## src/rtl/hazard_ctrl_pipe_pkg.sv

```systemverilog
// Shared types for the hazard control pipeline: register numbers, per-stage
// control structs and their bubble values.
package hazard_ctrl_pipe_pkg;

  localparam int RW = 4;

  typedef logic [RW-1:0] regnum_t;

  localparam regnum_t PCREG = regnum_t'(15);

  typedef struct packed {
    regnum_t ra1;
    regnum_t ra2;
    regnum_t wa3;
    logic    regWrite;
    logic    memtoReg;
    logic    pcSrc;
    logic    branch;
  } ctrl_e_t;

  typedef struct packed {
    regnum_t wa3;
    logic    regWrite;
    logic    pcSrc;
  } ctrl_mw_t;

  localparam ctrl_e_t  CTRL_E_BUBBLE  = '0;
  localparam ctrl_mw_t CTRL_MW_BUBBLE = '0;

  // True when a register write targets the PC.
  function automatic logic writes_pc(regnum_t wa3, logic reg_write);
    return reg_write && (wa3 == PCREG);
  endfunction

endpackage

```

## src/rtl/hazard_ctrl_pipe_if.sv

```systemverilog
// Decode/hazard-unit <-> control pipeline signal bundle. The perf counter
// outputs exist only when HAZ_CTRL_PERFCNT_EN is defined.
interface hazard_ctrl_pipe_if;
  import hazard_ctrl_pipe_pkg::*;

  // Level signals sampled every rising edge; no valid/ready handshake, the
  // hazard unit owns flow control through StallD and FlushE.
  regnum_t RA1D, RA2D, WA3D;
  logic    RegWriteD, MemtoRegD, PCSrcD, BranchD;
  logic    CondExE, StallD, FlushE;

  regnum_t RA1E, RA2E, writeAddressM, WA3W;
  logic    MemtoRegE, Match_12D_E, BranchTakenE;
  logic    regWriteM, regWriteW, PCWrPendingF, PCSrcW;
`ifdef HAZ_CTRL_PERFCNT_EN
  logic [31:0] stallCount, flushCount, branchCount;
`endif

  modport master (
    output RA1D, RA2D, WA3D, RegWriteD, MemtoRegD, PCSrcD, BranchD,
    output CondExE, StallD, FlushE,
`ifdef HAZ_CTRL_PERFCNT_EN
    input  stallCount, flushCount, branchCount,
`endif
    input  RA1E, RA2E, MemtoRegE, Match_12D_E, BranchTakenE,
    input  regWriteM, regWriteW, writeAddressM, WA3W, PCWrPendingF, PCSrcW
  );

  modport slave (
    input  RA1D, RA2D, WA3D, RegWriteD, MemtoRegD, PCSrcD, BranchD,
    input  CondExE, StallD, FlushE,
`ifdef HAZ_CTRL_PERFCNT_EN
    output stallCount, flushCount, branchCount,
`endif
    output RA1E, RA2E, MemtoRegE, Match_12D_E, BranchTakenE,
    output regWriteM, regWriteW, writeAddressM, WA3W, PCWrPendingF, PCSrcW
  );

endinterface

```

## src/rtl/hazard_ctrl_pipe_ctrl_stage_reg.sv

```systemverilog
// Struct-wide pipeline register with synchronous reset and bubble load.
module ctrl_stage_reg #(
  parameter type T      = logic,
  parameter T    BUBBLE = T'(0)
) (
  input  logic clk,
  input  logic rst,
  input  logic bubble_i,
  input  T     d_i,
  output T     q_o
);

  T q_q;

  always_ff @(posedge clk) begin
    if (rst || bubble_i) q_q <= BUBBLE;
    else                 q_q <= d_i;
  end

  assign q_o = q_q;

endmodule

```

## src/rtl/hazard_ctrl_pipe.sv

```systemverilog
// Control-side E/M/W tracker feeding the hazard unit. Define
// HAZ_CTRL_PERFCNT_EN to add stall/flush/branch event counters.
module hazard_ctrl_pipe
  import hazard_ctrl_pipe_pkg::*;
(
  input logic               clk,
  input logic               reset,
  hazard_ctrl_pipe_if.slave bus
);

  ctrl_e_t  e_d, e_q;
  ctrl_mw_t m_d, m_q, w_q;

  always_comb begin
    e_d = '{ra1: bus.RA1D, ra2: bus.RA2D, wa3: bus.WA3D,
            regWrite: bus.RegWriteD, memtoReg: bus.MemtoRegD,
            pcSrc: bus.PCSrcD, branch: bus.BranchD};
    // A failed condition turns the Execute instruction into a bubble in M.
    m_d = '{wa3: e_q.wa3,
            regWrite: e_q.regWrite & bus.CondExE,
            pcSrc: e_q.pcSrc & bus.CondExE};
  end

  // A stalled Decode must not also issue, so stall inserts a bubble into E.
  ctrl_stage_reg #(.T(ctrl_e_t), .BUBBLE(CTRL_E_BUBBLE)) u_stage_e (
    .clk(clk), .rst(reset), .bubble_i(bus.StallD | bus.FlushE),
    .d_i(e_d), .q_o(e_q)
  );

  ctrl_stage_reg #(.T(ctrl_mw_t), .BUBBLE(CTRL_MW_BUBBLE)) u_stage_m (
    .clk(clk), .rst(reset), .bubble_i(1'b0), .d_i(m_d), .q_o(m_q)
  );

  ctrl_stage_reg #(.T(ctrl_mw_t), .BUBBLE(CTRL_MW_BUBBLE)) u_stage_w (
    .clk(clk), .rst(reset), .bubble_i(1'b0), .d_i(m_q), .q_o(w_q)
  );

  assign bus.RA1E          = e_q.ra1;
  assign bus.RA2E          = e_q.ra2;
  assign bus.MemtoRegE     = e_q.memtoReg;
  assign bus.Match_12D_E   = e_q.regWrite &
                             ((bus.RA1D == e_q.wa3) | (bus.RA2D == e_q.wa3));
  assign bus.BranchTakenE  = e_q.branch & bus.CondExE;
  assign bus.regWriteM     = m_q.regWrite;
  assign bus.writeAddressM = m_q.wa3;
  assign bus.regWriteW     = w_q.regWrite;
  assign bus.WA3W          = w_q.wa3;
  assign bus.PCSrcW        = w_q.pcSrc;
  // Uses PCSrcE before the condition check: may over-stall, never under-stall.
  assign bus.PCWrPendingF  = bus.PCSrcD | e_q.pcSrc | m_q.pcSrc;

`ifdef HAZ_CTRL_PERFCNT_EN
  logic [31:0] stall_cnt_q, flush_cnt_q, branch_cnt_q;

  always_ff @(posedge clk) begin
    if (reset) begin
      stall_cnt_q  <= '0;
      flush_cnt_q  <= '0;
      branch_cnt_q <= '0;
    end else begin
      stall_cnt_q  <= stall_cnt_q  + 32'(bus.StallD);
      flush_cnt_q  <= flush_cnt_q  + 32'(bus.FlushE);
      branch_cnt_q <= branch_cnt_q + 32'(bus.BranchTakenE);
    end
  end

  assign bus.stallCount  = stall_cnt_q;
  assign bus.flushCount  = flush_cnt_q;
  assign bus.branchCount = branch_cnt_q;
`endif

endmodule

```

## src/flat_wrapper.sv

```systemverilog
// flat-port wrapper written by rule: the top's interface ports become plain ports
module hazard_ctrl_pipe_flat import hazard_ctrl_pipe_pkg::*;
  (clk, reset, bus_RA1D, bus_RA2D, bus_WA3D, bus_RegWriteD, bus_MemtoRegD, bus_PCSrcD, bus_BranchD, bus_CondExE, bus_StallD, bus_FlushE, bus_RA1E, bus_RA2E, bus_MemtoRegE, bus_Match_12D_E, bus_BranchTakenE, bus_regWriteM, bus_regWriteW, bus_writeAddressM, bus_WA3W, bus_PCWrPendingF, bus_PCSrcW);
  hazard_ctrl_pipe_if bus_i ();
  input logic clk;
  input logic reset;
  input wire logic [$bits(bus_i.RA1D)-1:0] bus_RA1D;
  input wire logic [$bits(bus_i.RA2D)-1:0] bus_RA2D;
  input wire logic [$bits(bus_i.WA3D)-1:0] bus_WA3D;
  input wire logic [$bits(bus_i.RegWriteD)-1:0] bus_RegWriteD;
  input wire logic [$bits(bus_i.MemtoRegD)-1:0] bus_MemtoRegD;
  input wire logic [$bits(bus_i.PCSrcD)-1:0] bus_PCSrcD;
  input wire logic [$bits(bus_i.BranchD)-1:0] bus_BranchD;
  input wire logic [$bits(bus_i.CondExE)-1:0] bus_CondExE;
  input wire logic [$bits(bus_i.StallD)-1:0] bus_StallD;
  input wire logic [$bits(bus_i.FlushE)-1:0] bus_FlushE;
  output wire logic [$bits(bus_i.RA1E)-1:0] bus_RA1E;
  output wire logic [$bits(bus_i.RA2E)-1:0] bus_RA2E;
  output wire logic [$bits(bus_i.MemtoRegE)-1:0] bus_MemtoRegE;
  output wire logic [$bits(bus_i.Match_12D_E)-1:0] bus_Match_12D_E;
  output wire logic [$bits(bus_i.BranchTakenE)-1:0] bus_BranchTakenE;
  output wire logic [$bits(bus_i.regWriteM)-1:0] bus_regWriteM;
  output wire logic [$bits(bus_i.regWriteW)-1:0] bus_regWriteW;
  output wire logic [$bits(bus_i.writeAddressM)-1:0] bus_writeAddressM;
  output wire logic [$bits(bus_i.WA3W)-1:0] bus_WA3W;
  output wire logic [$bits(bus_i.PCWrPendingF)-1:0] bus_PCWrPendingF;
  output wire logic [$bits(bus_i.PCSrcW)-1:0] bus_PCSrcW;
  assign bus_i.RA1D = bus_RA1D;
  assign bus_i.RA2D = bus_RA2D;
  assign bus_i.WA3D = bus_WA3D;
  assign bus_i.RegWriteD = bus_RegWriteD;
  assign bus_i.MemtoRegD = bus_MemtoRegD;
  assign bus_i.PCSrcD = bus_PCSrcD;
  assign bus_i.BranchD = bus_BranchD;
  assign bus_i.CondExE = bus_CondExE;
  assign bus_i.StallD = bus_StallD;
  assign bus_i.FlushE = bus_FlushE;
  assign bus_RA1E = bus_i.RA1E;
  assign bus_RA2E = bus_i.RA2E;
  assign bus_MemtoRegE = bus_i.MemtoRegE;
  assign bus_Match_12D_E = bus_i.Match_12D_E;
  assign bus_BranchTakenE = bus_i.BranchTakenE;
  assign bus_regWriteM = bus_i.regWriteM;
  assign bus_regWriteW = bus_i.regWriteW;
  assign bus_writeAddressM = bus_i.writeAddressM;
  assign bus_WA3W = bus_i.WA3W;
  assign bus_PCWrPendingF = bus_i.PCWrPendingF;
  assign bus_PCSrcW = bus_i.PCSrcW;
  hazard_ctrl_pipe u_core (.clk(clk), .reset(reset), .bus(bus_i));
endmodule
```

## config.mk

```make
export PLATFORM = sky130hd
export DESIGN_NAME = hazard_ctrl_pipe_flat
export DESIGN_NICKNAME = d
export VERILOG_FILES = /design/src/rtl/hazard_ctrl_pipe_pkg.sv /design/src/rtl/hazard_ctrl_pipe_if.sv /design/src/rtl/hazard_ctrl_pipe_ctrl_stage_reg.sv /design/src/rtl/hazard_ctrl_pipe.sv /design/src/flat_wrapper.sv
export SDC_FILE = /design/constraint.sdc
export NUM_CORES = 1
export LEC_CHECK = 0
export CAP_MARGIN = 10
export CORE_MARGIN = 10
export CORE_UTILIZATION = 38
export CTS_BUF_LIST = sky130_fd_sc_hd__clkbuf_2 sky130_fd_sc_hd__clkbuf_4 sky130_fd_sc_hd__clkbuf_8
export CTS_CLUSTER_DIAMETER = 30
export DETAILED_ROUTE_END_ITERATION = 12
export GPL_ROUTABILITY_DRIVEN = 0
export PLACE_DENSITY = 0.83
export SYNTH_ARGS = -nofsm -noshare
export SYNTH_HDL_FRONTEND = slang
export SYNTH_SLANG_ARGS = --single-unit
```

## constraint.sdc

```tcl
create_clock -name clk -period 2.4 [get_ports clk]
set_clock_uncertainty 0.05 [all_clocks]
set_input_delay 0.48 -clock clk [delete_from_list [all_inputs] [get_ports clk]]
set_output_delay 0.48 -clock clk [all_outputs]
set_load 0.02 [all_outputs]
```

# After elaboration in Yosys (flattened, before gate mapping)
# Index checks and enable logic that the tools add are counted.
# word_totals
register_bits	28
word_cells	24
out_inout_bits	23
in_bits	21
# classes
eq_ne	2
n_reduce_logical	1
bitwise	8
# ops
operator	count
$eq A4 B4 Y1	2
$and A1 B1 Y1	4
$or A1 B1 Y1	4
$logic_or A1 B1 Y1	1

# Logic depth before layout (Yosys ltp)
# logic_depth
ltp_word	3
mapped_depth	3
ltp_nobuf	3

# Cells and area by module
# A second synthesis with hierarchy kept.
# hier_totals
cells_unflattened	77
area_unflattened_um2	999.7
# by_module_without_submodules
mod	area_per_inst_um2	cells_per_inst	seq_area_each_um2	n_inst
ctrl_stage_reg at u_core.u_stage_e	544.3	36	320.3	1
ctrl_stage_reg at u_core.u_stage_m ...	165.2	12	120.1	2
hazard_ctrl_pipe	125.1	17	0.0	1

# Least setup slack after synthesis
# OpenSTA, ideal clock, no wires.
# synth_timing
path_type	in2out
startpoint	in bus_RA1D[3]
endpoint	out bus_Match_12D_E
n_path_buf	0
stages	3
t_arrival_ns	1.210
slack_ns	0.660
path_cell_list	xnor2_1 > nand4_1 > a21boi_0
# synth_via
elab_chain_cells	3
# synth_rtl
item	line_no	rtl
start, declared	flat_wrapper.sv:7	input wire logic [$bits(bus_i.RA1D)-1:0] bus_RA1D;
$eq A4 B4 Y1	hazard_ctrl_pipe.sv:42	((bus.RA1D == e_q.wa3) | (bus.RA2D == e_q.wa3));
$or A1 B1 Y1	hazard_ctrl_pipe.sv:42	
$and A1 B1 Y1	hazard_ctrl_pipe.sv:41	assign bus.Match_12D_E = e_q.regWrite &
end, declared	flat_wrapper.sv:20	output wire logic [$bits(bus_i.Match_12D_E)-1:0] bus_Match_12D_E;
# No other way between the ends.

# Final worst setup path
# layout_timing
startpoint	in bus_PCSrcD
endpoint	out bus_PCWrPendingF
# layout_via
elab_chain_cells	2
# layout_rtl
item	line_no	rtl
start, declared	flat_wrapper.sv:12	input wire logic [$bits(bus_i.PCSrcD)-1:0] bus_PCSrcD;
$or A1 B1 Y1 (2 in a row)	hazard_ctrl_pipe.sv:50	assign bus.PCWrPendingF = bus.PCSrcD | e_q.pcSrc | m_q.pcSrc;
end, declared	flat_wrapper.sv:26	output wire logic [$bits(bus_i.PCWrPendingF)-1:0] bus_PCWrPendingF;
# No other way between the ends.

==> metrics <==
post-synth net total=~110; Post-Synth Adder-Cell Area=0; cell taking the most area after synthesis=dfxtp_1; pwr/cell area=around 620 nW/µm²; Mapped Area=981 µm²; floorplan row count=18; Synth Area in Compound Gates=0.00765; Post-Synth XOR/XNOR Area=0.0714; antenna violations before repair=0; CP arrival=roughly 1800 ps; DRC=0; Worst-Margin Slew=roughly 450 ps; FILL cells=approximately 230; CP Class=input pin to output port; core area=2480 µm²; Synthesis Warnings=0; area share of the largest cell type after synthesis=0.571; final period utilization=0.965; Comb pwr share=0.101; register area share after synthesis=0.571; CTS tree=done; simple-gate share of the synthesized area=0.241; Syn Inst Count=84; vias in the first global route=around 710; post-synth cell types=13; largest net degree at the start of global routing=17; largest cells by area after synthesis=dfxtp_1, and2_2, buf_4; RSZ-0062 raised after global routing=no; Post-Syn Area per Cell=roughly 12 µm²; DR iter-0 viols=8; Ports=44; Net Sw Frac=0.197; Vias=about 630; Slew HR=0.698; CTS Root Cell=clkbuf_4; total CTS buffers=3; All-Layer GR Usage=0.0787; Die Area=roughly 5000 µm²; Worst Path Required=around 1900 ps; Net Switching=172 µW; pre-CTS WS=-201 ps; Max-cap violations=0; Peak Freq=432 MHz; mux share of post-synthesis cell area=0; first-pass GRT wire length=roughly 3300 µm; Antenna Nets Post-Route=0; status=complete, no violations; Final nets=140; Reg clk slew, reported paths=between 100 and 150 ps; register area=between 500 and 600 µm²; CP Capture Type=output port; utilization after layout=0.564; setup TNS=0 ps; chip height=roughly 71 µm; DR vias/cell=4.23; Critical Path Fanout Max=2; share of layout cells above drive strength 1=0.161; clock power share=0.350; clock sink count=28; Peak VDD IR=between 300 and 400 µV; postcts setup bufs=0; GRT Residual Overflow=0; post-detailed-route wirelength per cell=13.2 µm; Detailed Route WL=1950 µm; Seq cells post-synth=28; final setup margin=about 83 ps; H-Tree Level Count=1; Port Buffers=between 40 and 50; largest family of logic cells by synthesized area=simple AND/OR/NAND/NOR gates; Internal Power=roughly 700 µW; multi-input logic area=314 µm²; Clock Latency Late Sink=between 300 and 400 ps; startpoint types=input pin; Initial Util=0.396; Pwr Total=872 µW; clk buf depth=2; layout overhead on the synthesized area=42.5%; Final min period=2320 ps; Hold WC Path Type=register to register; Leak Pwr=around 0.54 nW; max-slew violations=0; Final Setup Violations=0; antenna cell count=0; Reg power frac=0.549; die width=about 71 µm; drt pass-1 iters=4; Hold Vio Cnt, Final=0
[power by group through the flow]
stage               Sequential [mW]  Combinational [mW]  Clock, mW
floorplan                     0.490              0.0384          0
global placement              0.489              0.0875          0
detailed placement            0.489              0.0894          0
CTS                           0.479              0.0896      0.305
global route                  0.480              0.0945      0.328
finish                        0.479              0.0883      0.305
[layer usage]
| layer | up-vias | routed length [µm] | GRT usage |
|---|---|---|---|
| met5 | - | 0 | 0 |
| met4 | 0 | 36 | 0.0387 |
| met3 | 5 | 236 | 0.0418 |
| met2 | 29 | 956 | 0.136 |
| met1 | 276 | 718 | 0.0751 |
| li1 | 316 | - | - |
[cell families (layout without fill, tap and decap cells)]
logic type | count (synthesis) | in the layout
flops | 28 | 28
simple gates | 33 | 33
buf+inv | 14 | 48
compound gates | 1 | 1
xor+xnor | 8 | 8
[worst paths after layout]
kind	start	cells past startpoint	end	slack (ps)
min reg2reg	u_core.u_stage_m.q_o[1]	1	u_core.u_stage_w.q_o[1]	420
max	bus_PCSrcD	3	bus_PCWrPendingF	80
max reg2reg	u_core.u_stage_e.q_o[4]	1	u_core.u_stage_m.q_o[2]	1730
min	u_core.u_stage_m.q_o[1]	1	u_core.u_stage_w.q_o[1]	420
[state kept, by name (all words and copies together), names as in the netlist]
name,count
u_core.u_stage_e.q_o,16
u_core.u_stage_m.q_o,6
u_core.u_stage_w.q_o,6
[cell usage after synthesis]
cell type and n:
dfxtp_1 28, and2_2 12, buf_4 12, nor2b_1 10
xnor2_1 8, and2_1 5, and3b_1 2, nand4_1 2
a21boi_0 1, buf_2 1, buf_6 1, nor3_4 1
or3_1 1
[final cells by class]
cell class,instances,share of cell area
Sequential cell,28,0.401
Clock buffer,3,0.0161
Multi-Input combinational cell,42,0.225
Clock inverter,1,0.0215
Timing Repair Buffer,44,0.310
Tap cell,30,0.0269
[through the flow]
| stage | hold WS (ps) | instances | area [µm²] |
|---|---|---|---|
| final | 425 | 148 | 1400 |
| after global routing | 435 | 148 | 1400 |
| after CTS | 423 | 148 | 1400 |
| after detailed placement | 406 | 144 | 1350 |
| after global placement | 398 | 144 | 1350 |
| after floorplan | 381 | 84 | 981 |
[layout by cell type (no fill, tap or decap)]
cell	n
clkdlybuf4s50_1	42
dfxtp_1	28
and2_2	12
nor2b_1	10
xnor2_1	8
and2_1	5
clkbuf_4	3
nand4_1	2
and3b_1	2
a21boi_0	1
nor3_4	1
or3_1	1
bufinv_16	1
clkbuf_2	1
buf_4	1
[critical path, cell delays in order]
cell and delay, ps:
clkdlybuf4s50_1 410, or3_1 350, clkdlybuf4s50_1 550
[repair_timing]
action                                  in CTS  in global routing
pin swaps                                    0                  0
resized for setup                            1                  3
endpoints found under the setup margin       1                  1
hold buffers                                 0                  0
No activity file was read; power rests on OpenSTA's default activity.
